<file path="config.mk">
export PLATFORM = sky130hd
export DESIGN_NAME = rotating_xbar
export DESIGN_NICKNAME = d
export VERILOG_FILES = /design/src/rtl/rotating_xbar_pkg.sv /design/src/rtl/rotating_xbar_stage.sv /design/src/rtl/rotating_xbar.sv
export SDC_FILE = /design/constraint.sdc
export NUM_CORES = 1
export LEC_CHECK = 0
export ABC_AREA = 1
export CAP_MARGIN = 20
export CORE_MARGIN = 3
export CORE_UTILIZATION = 37
export DETAILED_ROUTE_END_ITERATION = 12
export PLACE_DENSITY = 0.82
export RECOVER_POWER = 100
export SETUP_SLACK_MARGIN = 0.1
export SYNTH_ARGS = -nofsm -noshare
export SYNTH_HDL_FRONTEND = slang
export SYNTH_SLANG_ARGS = --single-unit
</file>
<file path="constraint.sdc">
create_clock -name vclk -period 0.8
set_input_delay 0.12 -clock vclk [all_inputs]
set_output_delay 0.12 -clock vclk [all_outputs]
set_load 0.01 [all_outputs]
</file>
<file path="src/rtl/rotating_xbar_pkg.sv">
`default_nettype none
// +----------------------------------------------------------------------+
// | rotating_xbar_pkg : index helpers shared by the rotating crossbar    |
// | Revision: 1.0                                                        |
// +----------------------------------------------------------------------+
package rotating_xbar_pkg;

  localparam int c_min_ports = 2;

  function automatic bit is_pow2(input int n);
    return (n >= c_min_ports) && ((n & (n - 1)) == 0);
  endfunction

  function automatic int wrap_index(input int idx, input int n);
    return idx % n;
  endfunction

endpackage
`default_nettype wire

</file>
<file path="src/rtl/rotating_xbar_stage.sv">
`default_nettype none
// +----------------------------------------------------------------------+
// | rotating_xbar_stage : one log2 barrel stage, rotates by SHIFT words  |
// | Revision: 1.0                                                        |
// +----------------------------------------------------------------------+
module rotating_xbar_stage
  import rotating_xbar_pkg::*;
#(
  parameter int NUM_DATA   = 4,
  parameter int DATA_WIDTH = 4,
  parameter int SHIFT      = 1
) (
  input  logic                                i_sel_bit,
  input  logic [NUM_DATA-1:0][DATA_WIDTH-1:0] i_data,
  output logic [NUM_DATA-1:0][DATA_WIDTH-1:0] o_data
);

  for (genvar j = 0; j < NUM_DATA; j++) begin : g_word
    localparam int c_src = wrap_index(j + SHIFT, NUM_DATA);
    assign o_data[j] = i_sel_bit ? i_data[c_src] : i_data[j];
  end

endmodule
`default_nettype wire

</file>
<file path="src/rtl/rotating_xbar.sv">
`default_nettype none
// +----------------------------------------------------------------------+
// | rotating_xbar : N-port barrel rotator, out[j] = in[(sel+j) mod N]    |
// | Revision: 1.0                                                        |
// +----------------------------------------------------------------------+
module rotating_xbar
  import rotating_xbar_pkg::*;
#(
  parameter int NUM_DATA   = 4,
  parameter int DATA_WIDTH = 4,
  parameter int REG_OUT    = 0
) (
  input  logic                                clk_i,
  input  logic                                arst_ni,
  input  logic [NUM_DATA-1:0][DATA_WIDTH-1:0] input_vector_i,
  input  logic [$clog2(NUM_DATA)-1:0]         start_select_i,
  output logic [NUM_DATA-1:0][DATA_WIDTH-1:0] output_vector_o
);

  localparam int c_sel_w = $clog2(NUM_DATA);

  logic [NUM_DATA-1:0][DATA_WIDTH-1:0] w_rot;

  if (is_pow2(NUM_DATA)) begin : g_barrel
    // Stage k rotates by 2^k words; composing stages sums the shifts mod N.
    logic [NUM_DATA-1:0][DATA_WIDTH-1:0] w_chain [c_sel_w+1];

    assign w_chain[0] = input_vector_i;

    for (genvar k = 0; k < c_sel_w; k++) begin : g_stage
      rotating_xbar_stage #(
        .NUM_DATA   (NUM_DATA),
        .DATA_WIDTH (DATA_WIDTH),
        .SHIFT      (1 << k)
      ) u_stage (
        .i_sel_bit (start_select_i[k]),
        .i_data    (w_chain[k]),
        .o_data    (w_chain[k+1])
      );
    end

    assign w_rot = w_chain[c_sel_w];
  end else begin : g_mux
    // One extra bit keeps sel + j from overflowing before the wrap.
    localparam int c_idx_w = c_sel_w + 1;
    localparam logic [c_idx_w-1:0] c_num = c_idx_w'(NUM_DATA);

    typedef logic [DATA_WIDTH-1:0] word_t;

    logic [c_idx_w-1:0] w_sel_ext;
    logic [c_idx_w-1:0] w_sel_red;

    assign w_sel_ext = {1'b0, start_select_i};
    // Select range is below 2*N, so one conditional subtract is a full modulo.
    assign w_sel_red = (w_sel_ext >= c_num) ? (w_sel_ext - c_num) : w_sel_ext;

    for (genvar j = 0; j < NUM_DATA; j++) begin : g_port
      logic [c_idx_w-1:0] w_sum;
      logic [c_idx_w-1:0] w_idx;
      word_t              w_word;

      assign w_sum = w_sel_red + c_idx_w'(j);
      assign w_idx = (w_sum >= c_num) ? (w_sum - c_num) : w_sum;

      always_comb begin
        w_word = {DATA_WIDTH{1'bx}};
        for (int i = 0; i < NUM_DATA; i++) begin
          if (w_idx == c_idx_w'(i)) begin
            w_word = input_vector_i[i];
          end
        end
      end

      assign w_rot[j] = w_word;
    end
  end

  if (REG_OUT != 0) begin : g_reg_out
    logic [NUM_DATA-1:0][DATA_WIDTH-1:0] r_out;

    always_ff @(posedge clk_i or negedge arst_ni) begin
      if (!arst_ni) begin
        r_out <= '0;
      end else begin
        r_out <= w_rot;
      end
    end

    assign output_vector_o = r_out;
  end else begin : g_comb_out
    logic w_unused_clk_rst;

    assign w_unused_clk_rst = clk_i ^ arst_ni;
    assign output_vector_o  = w_rot;
  end

endmodule
`default_nettype wire

</file>
==> impl_table.tex, run 1 <==
\begin{tabular}{lr}
\hline
Metric & Value \\
\hline
\multicolumn{2}{l}{\textbf{Run status}} \\
\quad Outcome & aborted with a tool error \\
\quad Exit stage & clock tree synthesis (4\_1\_cts) \\
\quad Log Error & [ERROR DPL-0038] Utilization greater than 100\%, impossible to legalize \\
\multicolumn{2}{l}{\textbf{Yosys}} \\
\quad Cell type with the highest aggregate area in the netlist & sky130\_fd\_sc\_hd\_\_nand3\_1 \\
\quad Yosys cell types & 10 \\
\quad Share of the yosys chip area belonging to registers & 0\% \\
\quad Cell area after synthesis & 499 µm² \\
\quad Yosys Warn Count & 0 \\
\quad Cells taking the most area after synthesis & sky130\_fd\_sc\_hd\_\_nand3\_1 (32\%), sky130\_fd\_sc\_hd\_\_nand2\_1 (29\%), sky130\_fd\_sc\_hd\_\_nand2\_2 (13\%) \\
\quad Post-synthesis instance total & 104 \\
\quad Syn Area/Cell & approximately 4.8 µm² \\
\quad Proportion of netlist area held by the largest area contributor & around a third \\
\quad Number of nets in the synthesized netlist & between 100 and 150 \\
\multicolumn{2}{l}{\textbf{Placed design}} \\
\quad Port bufs & 34 \\
\quad Final GP Congestion & about 0.81 \\
\quad Total half-perimeter wirelength after legalization and detailed placement & 1.41 mm \\
\multicolumn{2}{l}{\textbf{Clock tree}} \\
\quad Number of hold buffers added after cts & 0 \\
\quad Post CTS Setup Buffer Count & 0 \\
\quad Post-cts sizing count & approximately 210 \\
\multicolumn{2}{l}{\textbf{Floorplan}} \\
\quad Width of the die & 42.7 µm \\
\quad Top-level I/O count & 36 \\
\quad Cell row count & 12 \\
\quad Initial core utilization & a little over two fifths \\
\quad Chip Height & 42.7 µm \\
\hline
\end{tabular}
-- cells in the mapped netlist --
cell,count
sky130_fd_sc_hd__nand2_1,38
sky130_fd_sc_hd__nand3_1,32
sky130_fd_sc_hd__inv_1,16
sky130_fd_sc_hd__nand2_2,10
sky130_fd_sc_hd__buf_6,3
sky130_fd_sc_hd__buf_2,1
sky130_fd_sc_hd__buf_4,1
sky130_fd_sc_hd__buf_8,1
sky130_fd_sc_hd__inv_2,1
sky130_fd_sc_hd__inv_6,1
-- kinds of logic after synthesis --
group,Yosys count,synth area share (%)
simple gates,80,73.2
buf+inv,24,26.8
-- metrics by stage --
stage / instances / setup TNS [ps] / area, µm² / setup slack, ps / utilization [%]
after detailed placement: 150 / -15780 / 978 / -1010 / 82.5
after global placement: 150 / -15400 / 978 / -986 / 82.5
after floorplan: 104 / 0 / 679 / 62.4 / -
==> run 2, diff against run 1 <==
CORE_AREA = 3 3 64 66   (was default)
CORE_MARGIN = default   (was 3)
CORE_UTILIZATION = default   (was 37)
DIE_AREA = 0 0 67 69   (was default)
PLACE_DENSITY = default   (was 0.82)
PLACE_DENSITY_LB_ADDON = 0.15   (was default)
SETUP_SLACK_MARGIN = default   (was 0.1)
==> run 2 against run 1 <==
Net effect:
- the flow now finishes, with violations (setup timing)
- area after synthesis stayed put
- synthesized cell count stayed put
==> impl_table.tex, run 2 <==
\begin{tabular}{lr}
\hline
Metric & Value \\
\hline
\multicolumn{2}{l}{\textbf{Routing}} \\
\quad Via/cell ratio & around 4.3 \\
\quad Remaining number of nets flagged by the antenna check after routing & 0 \\
\quad Highest metal used & met4 \\
\quad Routed WL per cell & between 10 and 15 µm \\
\quad Total met3 wirelength after detailed routing & approximately 140 µm \\
\quad DRT iter0 DRCs & 5 \\
\quad DR pass1 iterations & 4 \\
\quad Routed wl met2 & 1.09 mm \\
\quad Residual DRC & 0 \\
\quad Via count & just under 800 \\
\quad Drt total wl & $\sim$2.2 mm \\
\quad Metal1 wirelength & approximately 960 µm \\
\multicolumn{2}{l}{\textbf{Floorplan}} \\
\quad Top-level I/O count & 36 (unchanged) \\
\quad Area inside the core boundary & between 0.003 and 0.004 mm² \\
\quad Initial core utilization & 13.7\% (-28 points) \\
\quad Chip Height & 69 µm (+61\%) \\
\quad Cell row count & 22 (+10) \\
\quad Die area & 0.00462 mm² \\
\quad Width of the die & 67 µm (+57\%) \\
\multicolumn{2}{l}{\textbf{Setup path}} \\
\quad Launch point of the worst path & start\_select\_i[1] \\
\quad Crit path capture type & output pin \\
\quad Worst path arrival time & between 700 and 800 ps \\
\quad Class of the most critical setup path & in2out \\
\quad Crit path launch type & input port \\
\quad Worst-path cell chain & buf\_12 > clkinvlp\_4 > nand3\_2 > nand2\_1 > buf\_2 \\
\quad Cell with the largest stage delay on the worst path & sky130\_fd\_sc\_hd\_\_clkinvlp\_4 \\
\quad Largest stage delay, worst path & between 200 and 250 ps \\
\quad Required @ worst endpoint & about 680 ps \\
\quad Maximum fanout count along the critical path & 8 \\
\multicolumn{2}{l}{\textbf{Final layout}} \\
\quad Final Non-Filler Cells & 186 \\
\quad Area of all sequential standard cells & 0 µm² \\
\quad N\_diodes & 0 \\
\quad Most common cell after layout, fill and taps aside & sky130\_fd\_sc\_hd\_\_nand3\_2 \\
\quad Most used cells in the layout excluding fill and tap cells & sky130\_fd\_sc\_hd\_\_nand3\_2 (27), sky130\_fd\_sc\_hd\_\_nand2\_2 (24), sky130\_fd\_sc\_hd\_\_inv\_2 (16) \\
\quad Count of nets after finishing & 160 \\
\quad Synthesis-to-finish area growth & 127\% \\
\quad Share of layout cells above drive strength 1 & 81.2\% \\
\quad Num sequential & 0 \\
\quad Clock tree buffer count of the final layout & 0 \\
\multicolumn{2}{l}{\textbf{Global routing}} \\
\quad Wire length of the first global-routing pass & around 3.9 mm \\
\quad Antenna violations before repair & 0 \\
\quad Number of global-route vias before repair & 865 \\
\quad Largest net degree at the start of global routing & 11 \\
\quad Remaining global-route overflow & 0 \\
\quad Total global routing track utilization & 9.84\% \\
\multicolumn{2}{l}{\textbf{STA}} \\
\quad Final critical-path share of the clock period & 108\% \\
\quad Fin worst setup slack & -67.5 ps \\
\quad Final worst hold slack & $\sim$630 ps \\
\quad Total negative slack for setup checks & -678 ps \\
\quad Final-report max-slew violation count & 0 \\
\quad Clock period minus final worst setup slack & 868 ps \\
\quad Final count of hold timing violations & 0 \\
\quad Total of endpoints with negative setup slack in the final report & 16 \\
\quad Relative slew slack & 84.2\% \\
\quad Tightest Pin Transition & $\sim$240 ps \\
\quad Max Clock Freq & about 1200 MHz \\
\quad Unrepaired setup endpoints after global routing & yes \\
\multicolumn{2}{l}{\textbf{Yosys}} \\
\quad Share of the yosys chip area belonging to registers & 0\% (unchanged) \\
\quad Top post-synthesis cells by count & sky130\_fd\_sc\_hd\_\_nand2\_1 (38), sky130\_fd\_sc\_hd\_\_nand3\_1 (32), sky130\_fd\_sc\_hd\_\_inv\_1 (16) \\
\quad Most numerous cell in the Yosys netlist & sky130\_fd\_sc\_hd\_\_nand2\_1 \\
\quad Cells taking the most area after synthesis & sky130\_fd\_sc\_hd\_\_nand3\_1 (32\%), sky130\_fd\_sc\_hd\_\_nand2\_1 (29\%), sky130\_fd\_sc\_hd\_\_nand2\_2 (13\%) \\
\quad Cell type with the highest aggregate area in the netlist & sky130\_fd\_sc\_hd\_\_nand3\_1 \\
\quad Cell area after synthesis & 499 µm² (unchanged) \\
\quad Yosys cell types & 10 (unchanged) \\
\quad Number of nets in the synthesized netlist & 124 (unchanged) \\
\quad Proportion of netlist area held by the largest area contributor & 32.1\% (unchanged) \\
\quad Syn Area/Cell & 4.80 µm² (unchanged) \\
\quad Post-synthesis instance total & 104 (unchanged) \\
\quad Yosys Warn Count & 0 (unchanged) \\
\multicolumn{2}{l}{\textbf{Power and ir drop}} \\
\quad Max VDD drop & between 0.2 and 0.25 mV \\
\quad Internal power consumption & 0.309 mW \\
\quad Ratio of total power to cell area & about 610 mW/mm² \\
\quad PnR Total Power & slightly below 0.7 mW \\
\quad Register share of total power & 0\% \\
\quad Sw Ratio & a little over half \\
\quad Total leakage power & roughly 0.61 nW \\
\quad Net switching component of the power & about 0.38 mW \\
\quad Power share of the combinational group & 100.0\% \\
\quad Share of power burned in the clock network & 0\% \\
\multicolumn{2}{l}{\textbf{Run status}} \\
\quad Outcome & finished with violations \\
\quad Violations in the final reports & setup timing \\
\multicolumn{2}{l}{\textbf{Clock tree}} \\
\quad Post CTS Setup Buffer Count & 0 (unchanged) \\
\quad Number of hold buffers added after cts & 0 (unchanged) \\
\multicolumn{2}{l}{\textbf{Worst hold path}} \\
\quad Worst min-delay path class & in2out \\
\quad Worst hold path startpoint & start\_select\_i[1] \\
\multicolumn{2}{l}{\textbf{Placed design}} \\
\quad Final GP Congestion & 0.736 (-9.1\%) \\
\quad Post-placement cell count & 183 (+22\%) \\
\quad Port bufs & 34 (unchanged) \\
\quad Worst slack, placed & -986 ps (+20.9 ps) \\
\quad Total half-perimeter wirelength after legalization and detailed placement & 1.45 mm (+3.0\%) \\
\multicolumn{2}{l}{\textbf{Job}} \\
\quad Max capacitance violation total & 0 \\
\hline
\end{tabular}
==> run 2: critical path: cells and delay by family <==
family	cells	cell delay (ps)
buffers and inverters	3	450
and+or+nand+nor	2	190
==> run 2: layer usage <==
layer  vias up  track usage [%]
li1        394                -
met1       369             13.0
met2        27             16.9
met3         2             1.30
met4         0             1.58
met5         -                0
==> run 2: cell type report <==
| type | count | area [µm²] |
|---|---|---|
| repair inverters | 2 | 16.3 |
| well taps | 48 | 60.1 |
| multi-input cells | 80 | 633 |
| inverters | 18 | 77.6 |
| repair buffers | 38 | 347 |
| fillers | 421 | 2500 |
==> run 2: cell families after synthesis <==
family | synth area share [%]
and+or+nand+nor | 73.2
buffers and inverters | 26.8
==> run 2: path summary, 6_finish.rpt <==
check,to,depth (start not counted)
max,output_vector_o[15],5
min,output_vector_o[12],5
==> run 2: stage by stage <==
step | instance area, µm² | util (%)
2_1_floorplan | 499 | -
3_3_place_gp | 861 | 23.7
3_5_place_dp | 861 | 23.7
4_1_cts | 1020 | 28.0
5_1_grt | 1130 | 31.2
6_report | 1130 | 31.2
==> run 2: power groups by stage <==
stage	Clock, mW	Sequential [mW]	Combinational [mW]
after floorplan	0	0	0.283
after global placement	0	0	0.550
after detailed placement	0	0	0.553
after CTS	0	0	0.600
after global routing	0	0	0.750
final	0	0	0.687
==> run 2: repair_timing <==
action	CTS	global route
hold endpoints to repair	0	0
pin swaps	45	21
cloned	3	0
setup endpoints to repair	16	16
gates resized for setup	184	39
No activity file was read; power rests on OpenSTA's default activity.
==> run 3, diff against run 2 <==
CELL_PAD_IN_SITES_DETAIL_PLACEMENT = 1   (was default)
CELL_PAD_IN_SITES_GLOBAL_PLACEMENT = 1   (was default)
GPL_TIMING_DRIVEN = 0   (was default)
clock period = 1 ns   (was 0.8 ns; I/O delays follow)
==> run 3 against run 2 <==
Net effect:
- the run now ends clean
- largest cell class unchanged
- count of clock-buffer cells in the layout stayed put
- core utilization fell by 6.3 points
- highest routed layer is now met3
- final cell count is 1.1% higher
- routed wire length down 4.9%
- first-iteration DRC count grew to 4.2 times the previous value
- non-clock buffer count rose by 4
==> impl_table.tex, run 3 (same netlist as run 2, synthesis figures left out) <==
\begin{tabular}{lr}
\hline
Metric & Value \\
\hline
\multicolumn{2}{l}{\textbf{STA}} \\
\quad Final worst hold slack & 669 ps (+37.1 ps) \\
\quad Clock period minus final worst setup slack & about 950 ps \\
\quad Unrepaired setup endpoints after global routing & yes \\
\quad Max Clock Freq & between 1000 and 1500 MHz \\
\quad Final-report max-slew violation count & 0 (unchanged) \\
\quad Final count of hold timing violations & 0 (unchanged) \\
\quad Total of endpoints with negative setup slack in the final report & 0 (-16) \\
\quad Final critical-path share of the clock period & 95.2\% \\
\quad Relative slew slack & 90.9\% (+6.8 points) \\
\quad Fin worst setup slack & 48.1 ps (+116 ps) \\
\quad Total negative slack for setup checks & 0 ps (+678 ps) \\
\quad Tightest Pin Transition & 136 ps (-101 ps) \\
\multicolumn{2}{l}{\textbf{Routing}} \\
\quad Remaining number of nets flagged by the antenna check after routing & 0 (unchanged) \\
\quad Routed WL per cell & 11.1 µm (-5.9\%) \\
\quad Drt total wl & 2.09 mm (-4.9\%) \\
\quad Via/cell ratio & 4.09 (-3.9\%) \\
\quad Residual DRC & 0 (unchanged) \\
\quad DR pass1 iterations & 4 (unchanged) \\
\quad DRT iter0 DRCs & 21 (+16) \\
\quad Via count & 769 (-2.9\%) \\
\multicolumn{2}{l}{\textbf{Floorplan}} \\
\quad Chip Height & 69 µm (unchanged) \\
\quad Die area & 0.00462 mm² (unchanged) \\
\quad Area inside the core boundary & 0.00363 mm² (unchanged) \\
\quad Cell row count & 22 (unchanged) \\
\quad Initial core utilization & 13.7\% (unchanged) \\
\quad Width of the die & 67 µm (unchanged) \\
\quad Top-level I/O count & 36 (unchanged) \\
\multicolumn{2}{l}{\textbf{Placed design}} \\
\quad Total half-perimeter wirelength after legalization and detailed placement & 1.63 mm (+12\%) \\
\quad Port bufs & 32 (-5.9\%) \\
\quad Worst slack, placed & -601 ps (+385 ps) \\
\quad Cell Area, Placed & 880 µm² (+2.2\%) \\
\quad Final GP Congestion & 0.790 (+7.4\%) \\
\multicolumn{2}{l}{\textbf{Final layout}} \\
\quad Num sequential & 0 (unchanged) \\
\quad Clock tree buffer count of the final layout & 0 (unchanged) \\
\quad Share of layout cells above drive strength 1 & 43.6\% (-38 points) \\
\quad Post-Route Utilization & 24.9\% (-6.3 points) \\
\quad Area of all sequential standard cells & 0 µm² (unchanged) \\
\quad Most used cells in the layout excluding fill and tap cells & sky130\_fd\_sc\_hd\_\_nand3\_1 (32), sky130\_fd\_sc\_hd\_\_nand2\_1 (29), sky130\_fd\_sc\_hd\_\_nand2\_2 (19) \\
\quad Count of nets after finishing & 162 (+1.3\%) \\
\quad Synthesis-to-finish area growth & 81.0\% \\
\quad Number of fill cells & 490 (+16\%) \\
\quad Most common cell after layout, fill and taps aside & sky130\_fd\_sc\_hd\_\_nand3\_1 \\
\quad N\_diodes & 0 (unchanged) \\
\quad Post-route cell area & 903 µm² (-20\%) \\
\multicolumn{2}{l}{\textbf{Worst hold path}} \\
\quad Worst min-delay path class & in2out \\
\quad Worst hold path startpoint & start\_select\_i[1] \\
\multicolumn{2}{l}{\textbf{Global routing}} \\
\quad Largest net degree at the start of global routing & 11 (unchanged) \\
\quad Total global routing track utilization & 8.67\% (-1.2 points) \\
\quad Wire length of the first global-routing pass & 3.43 mm (-12\%) \\
\quad Antenna violations before repair & 0 (unchanged) \\
\quad Remaining global-route overflow & 0 (unchanged) \\
\quad Number of global-route vias before repair & 783 (-9.5\%) \\
\multicolumn{2}{l}{\textbf{Setup path}} \\
\quad Crit path launch type & input port \\
\quad Worst path arrival time & 800 ps (+50 ps) \\
\quad Launch point of the worst path & start\_select\_i[1] \\
\quad Required @ worst endpoint & 850 ps (+170 ps) \\
\quad Crit path capture type & output pin \\
\quad Maximum fanout count along the critical path & 10 (+2) \\
\quad Class of the most critical setup path & in2out \\
\multicolumn{2}{l}{\textbf{Clock tree}} \\
\quad Number of hold buffers added after cts & 0 (unchanged) \\
\multicolumn{2}{l}{\textbf{Job}} \\
\quad Max capacitance violation total & 0 (unchanged) \\
\multicolumn{2}{l}{\textbf{Power and ir drop}} \\
\quad Max VDD drop & 0.149 mV (-40\%) \\
\quad Total leakage power & 0.518 nW (-15\%) \\
\quad Ratio of total power to cell area & 473 mW/mm² (-22\%) \\
\multicolumn{2}{l}{\textbf{Run status}} \\
\quad Outcome & completed \\
\hline
\end{tabular}
==> run 3: cell count changes in the layout (fill, tap and decap cells not counted), sizes merged <==
cell           delta
buf               -7
clkbuf            +5
clkdlybuf4s15    -10
clkinv            +1
clkinvlp          -1
dlygate4sd2      +16
inv               -2
==> run 3: worst max-delay path, stage by stage <==
cell	delay (ps)
sky130_fd_sc_hd__buf_6	120
sky130_fd_sc_hd__clkbuf_4	220
sky130_fd_sc_hd__nand3_1	90
sky130_fd_sc_hd__nand2_1	80
sky130_fd_sc_hd__buf_2	130
==> run 3: power by group <==
group / total, mW / internal [mW] / switching (mW)
sequential: 0 / 0 / 0
combinational: 0.428 / 0.197 / 0.230
clock: 0 / 0 / 0
total: 0.428 / 0.197 / 0.230
==> run 3: through the flow <==
| stage | total power [mW] | std cells |
|---|---|---|
| 6_report | 0.428 | 188 |
| 4_1_cts | 0.395 | 184 |
| 3_3_place_gp | 0.451 | 184 |
| 2_1_floorplan | 0.227 | 104 |
| 3_5_place_dp | 0.457 | 184 |
| 5_1_grt | 0.476 | 188 |
==> run 3: path summary, 6_finish.rpt <==
path                                   to  slack, ps  cells past startpoint
worst max-delay path  output_vector_o[13]         50                      5
worst min-delay path   output_vector_o[3]        670                      4
==> run 3: per-layer routing <==
metal | vias to the layer above | track usage, % | wire, µm
met3 | 0 | 0.163 | 66
met2 | 16 | 15.9 | 1030
met4 | 0 | 0 | 0
li1 | 396 | - | -
met1 | 357 | 11.7 | 992
met5 | - | 0 | 0
==> run 3: layout make-up <==
type | count | area, µm² | area share (%)
tap | 48 | 60.1 | 6.65
multi-input combinational | 80 | 388 | 42.9
buffer | 6 | 85.1 | 9.42
inverter | 18 | 85.1 | 9.42
timing repair buffer | 36 | 285 | 31.6
==> run 3: what timing repair did <==
item / 4_1_cts / 5_1_grt
gates resized for setup: 104 / 9
buffers inserted: 0 / 2
cloned: 0 / 2
endpoints found under the setup margin: 16 / 13
pin swaps: 16 / 2
==> run 4, diff against run 3 <==
DONT_BUFFER_PORTS = 1   (was default)
PLACE_DENSITY = 0.37   (was default)
PLACE_DENSITY_LB_ADDON = default   (was 0.15)
==> run 4 against run 3 <==
Net effect:
- critical path depth unchanged
- count of clock-buffer cells in the layout unchanged
- worst hold slack worse by 100 ps
- total power down 36%
- final cell count down 19%
- non-clock buffer count down 36
- core utilization down 9.5 points
- routed wire length down 13%
- critical path type unchanged
- critical endpoint unchanged
- largest cell class unchanged
==> impl_table.tex, run 4 (same netlist as run 2, synthesis figures left out) <==
\begin{tabular}{lr}
\hline
Metric & Value \\
\hline
\multicolumn{2}{l}{\textbf{Setup path}} \\
\quad Maximum fanout count along the critical path & 10 (unchanged) \\
\quad Worst-path cell chain & buf\_6 > inv\_2 > buf\_6 > nand3\_1 > nand2\_1 \\
\quad Cell type group with the largest total delay on the critical path & buffers and inverters \\
\quad Crit path launch type & input port \\
\quad Largest stage delay, worst path & 160 ps (-60 ps) \\
\quad Cell depth of the worst setup path & 5 (unchanged) \\
\quad Worst path arrival time & 790 ps (about the same) \\
\quad Cell with the largest stage delay on the worst path & sky130\_fd\_sc\_hd\_\_buf\_6 \\
\quad Buffers and inverters on the worst path & 3 (unchanged) \\
\quad Required @ worst endpoint & 850 ps (about the same) \\
\quad Class of the most critical setup path & in2out \\
\quad Crit path capture type & output pin \\
\quad CP most frequent cell & sky130\_fd\_sc\_hd\_\_buf\_6 \\
\quad Launch point of the worst path & start\_select\_i[1] \\
\multicolumn{2}{l}{\textbf{Final layout}} \\
\quad Count of nets after finishing & 126 (-22\%) \\
\quad Footprint of the multi-input gates & 368 µm² (-5.2\%) \\
\quad N\_diodes & 0 (unchanged) \\
\quad Area of all sequential standard cells & 0 µm² (unchanged) \\
\quad Num sequential & 0 (unchanged) \\
\quad Most used cells in the layout excluding fill and tap cells & sky130\_fd\_sc\_hd\_\_nand2\_1 (37), sky130\_fd\_sc\_hd\_\_nand3\_1 (32), sky130\_fd\_sc\_hd\_\_inv\_1 (16) \\
\quad Share of layout cells above drive strength 1 & 18.3\% (-25 points) \\
\quad Clock tree buffer count of the final layout & 0 (unchanged) \\
\quad Number of fill cells & 505 (+3.1\%) \\
\quad Synthesis-to-finish area growth & 12.0\% \\
\quad Most common cell after layout, fill and taps aside & sky130\_fd\_sc\_hd\_\_nand2\_1 \\
\multicolumn{2}{l}{\textbf{Floorplan}} \\
\quad Cell row count & 22 (unchanged) \\
\quad Chip Height & 69 µm (unchanged) \\
\quad Area inside the core boundary & 0.00363 mm² (unchanged) \\
\quad Die area & 0.00462 mm² (unchanged) \\
\quad Initial core utilization & 13.7\% (unchanged) \\
\quad Top-level I/O count & 36 (unchanged) \\
\quad Width of the die & 67 µm (unchanged) \\
\multicolumn{2}{l}{\textbf{Worst hold path}} \\
\quad Worst hold path startpoint & input\_vector\_i[9] \\
\quad Number of cells on the worst hold path & 4 (unchanged) \\
\quad Terminating pin of the worst hold path & output\_vector\_o[1] \\
\quad Worst min-delay path class & in2out \\
\multicolumn{2}{l}{\textbf{Global routing}} \\
\quad Largest net degree at the start of global routing & 11 (unchanged) \\
\quad Total global routing track utilization & 7.63\% (-1.0 points) \\
\quad Remaining global-route overflow & 0 (unchanged) \\
\quad Antenna violations before repair & 0 (unchanged) \\
\quad Number of global-route vias before repair & 675 (-14\%) \\
\quad Wire length of the first global-routing pass & 2.99 mm (-13\%) \\
\multicolumn{2}{l}{\textbf{Power and ir drop}} \\
\quad PnR Total Power & 0.272 mW (-36\%) \\
\quad Total leakage power & 0.336 nW (-35\%) \\
\quad Ratio of total power to cell area & 487 mW/mm² (+2.9\%) \\
\quad Max VDD drop & 0.105 mV (-30\%) \\
\multicolumn{2}{l}{\textbf{Routing}} \\
\quad Via/cell ratio & 4.18 (+2.3\%) \\
\quad Residual DRC & 0 (unchanged) \\
\quad Drt total wl & 1.82 mm (-13\%) \\
\quad DRT iter0 DRCs & 14 (-33\%) \\
\quad Via count & 636 (-17\%) \\
\quad Routed WL per cell & 12.0 µm (+7.8\%) \\
\quad DR pass1 iterations & 4 (unchanged) \\
\quad Remaining number of nets flagged by the antenna check after routing & 0 (unchanged) \\
\multicolumn{2}{l}{\textbf{Job}} \\
\quad Max capacitance violation total & 0 (unchanged) \\
\multicolumn{2}{l}{\textbf{STA}} \\
\quad Total negative slack for setup checks & 0 ps (unchanged) \\
\quad Relative slew slack & 87.0\% (-3.9 points) \\
\quad Total of endpoints with negative setup slack in the final report & 0 (unchanged) \\
\quad Final-report max-slew violation count & 0 (unchanged) \\
\quad Tightest Pin Transition & 195 ps (+58.7 ps) \\
\quad Final count of hold timing violations & 0 (unchanged) \\
\quad Max Clock Freq & 1070 MHz (+1.6\%) \\
\quad Unrepaired setup endpoints after global routing & no \\
\quad Clock period minus final worst setup slack & 937 ps (-15.0 ps) \\
\quad Final worst hold slack & 566 ps (-103 ps) \\
\quad Final critical-path share of the clock period & 93.7\% (-1.5 points) \\
\multicolumn{2}{l}{\textbf{Placed design}} \\
\quad Total half-perimeter wirelength after legalization and detailed placement & 1.56 mm (-3.9\%) \\
\quad Port bufs & 0 (-100\%) \\
\quad Final GP Congestion & 0.643 (-19\%) \\
\multicolumn{2}{l}{\textbf{Run status}} \\
\quad Outcome & completed \\
\hline
\end{tabular}
==> run 4: worst max path at each step <==
stage / end / slack [ps]
finish: output_vector_o[13] / 60
floorplan: output_vector_o[0] / 180
detailed placement: output_vector_o[10] / 5
global route: output_vector_o[13] / 10
global placement: output_vector_o[10] / 40
CTS: output_vector_o[10] / 6
==> run 4: per-stage QoR <==
stage          worst slack [ps]  utilization, %  instance area [µm²]  cells
6_report                   63.1            15.4                  559    152
5_1_grt                    11.9            15.4                  559    152
4_1_cts                    6.08            15.4                  559    152
3_5_place_dp               5.31            15.4                  559    152
3_3_place_gp               37.6            15.4                  559    152
2_1_floorplan               177               -                  499    104
==> run 4: where the power goes <==
part	internal, mW	leakage (nW)	switching (mW)
Sequential	0	0	0
Combinational	0.0859	0.336	0.187
Clock	0	0	0
Total	0.0859	0.336	0.187
==> run 4: routing by layer <==
layer | GRT usage [%] | wire [µm] | up-vias
li1 | - | - | 324
met3 | 1.63 | 126 | 0
met5 | 0 | 0 | -
met4 | 0 | 0 | 0
met1 | 9.77 | 798 | 293
met2 | 13.6 | 898 | 19
==> run 4: cell type report <==
class	instances	share of cell area, %
Multi-Input combinational cell	80	65.8
Inverter	18	12.5
Buffer	6	11.0
Tap cell	48	10.7
==> run 4: what timing repair did <==
action                     in CTS  in global routing
setup buffers                   0                  0
setup endpoints to repair       0                 10
gates resized for setup         0                  2
hold buffers                    0                  0
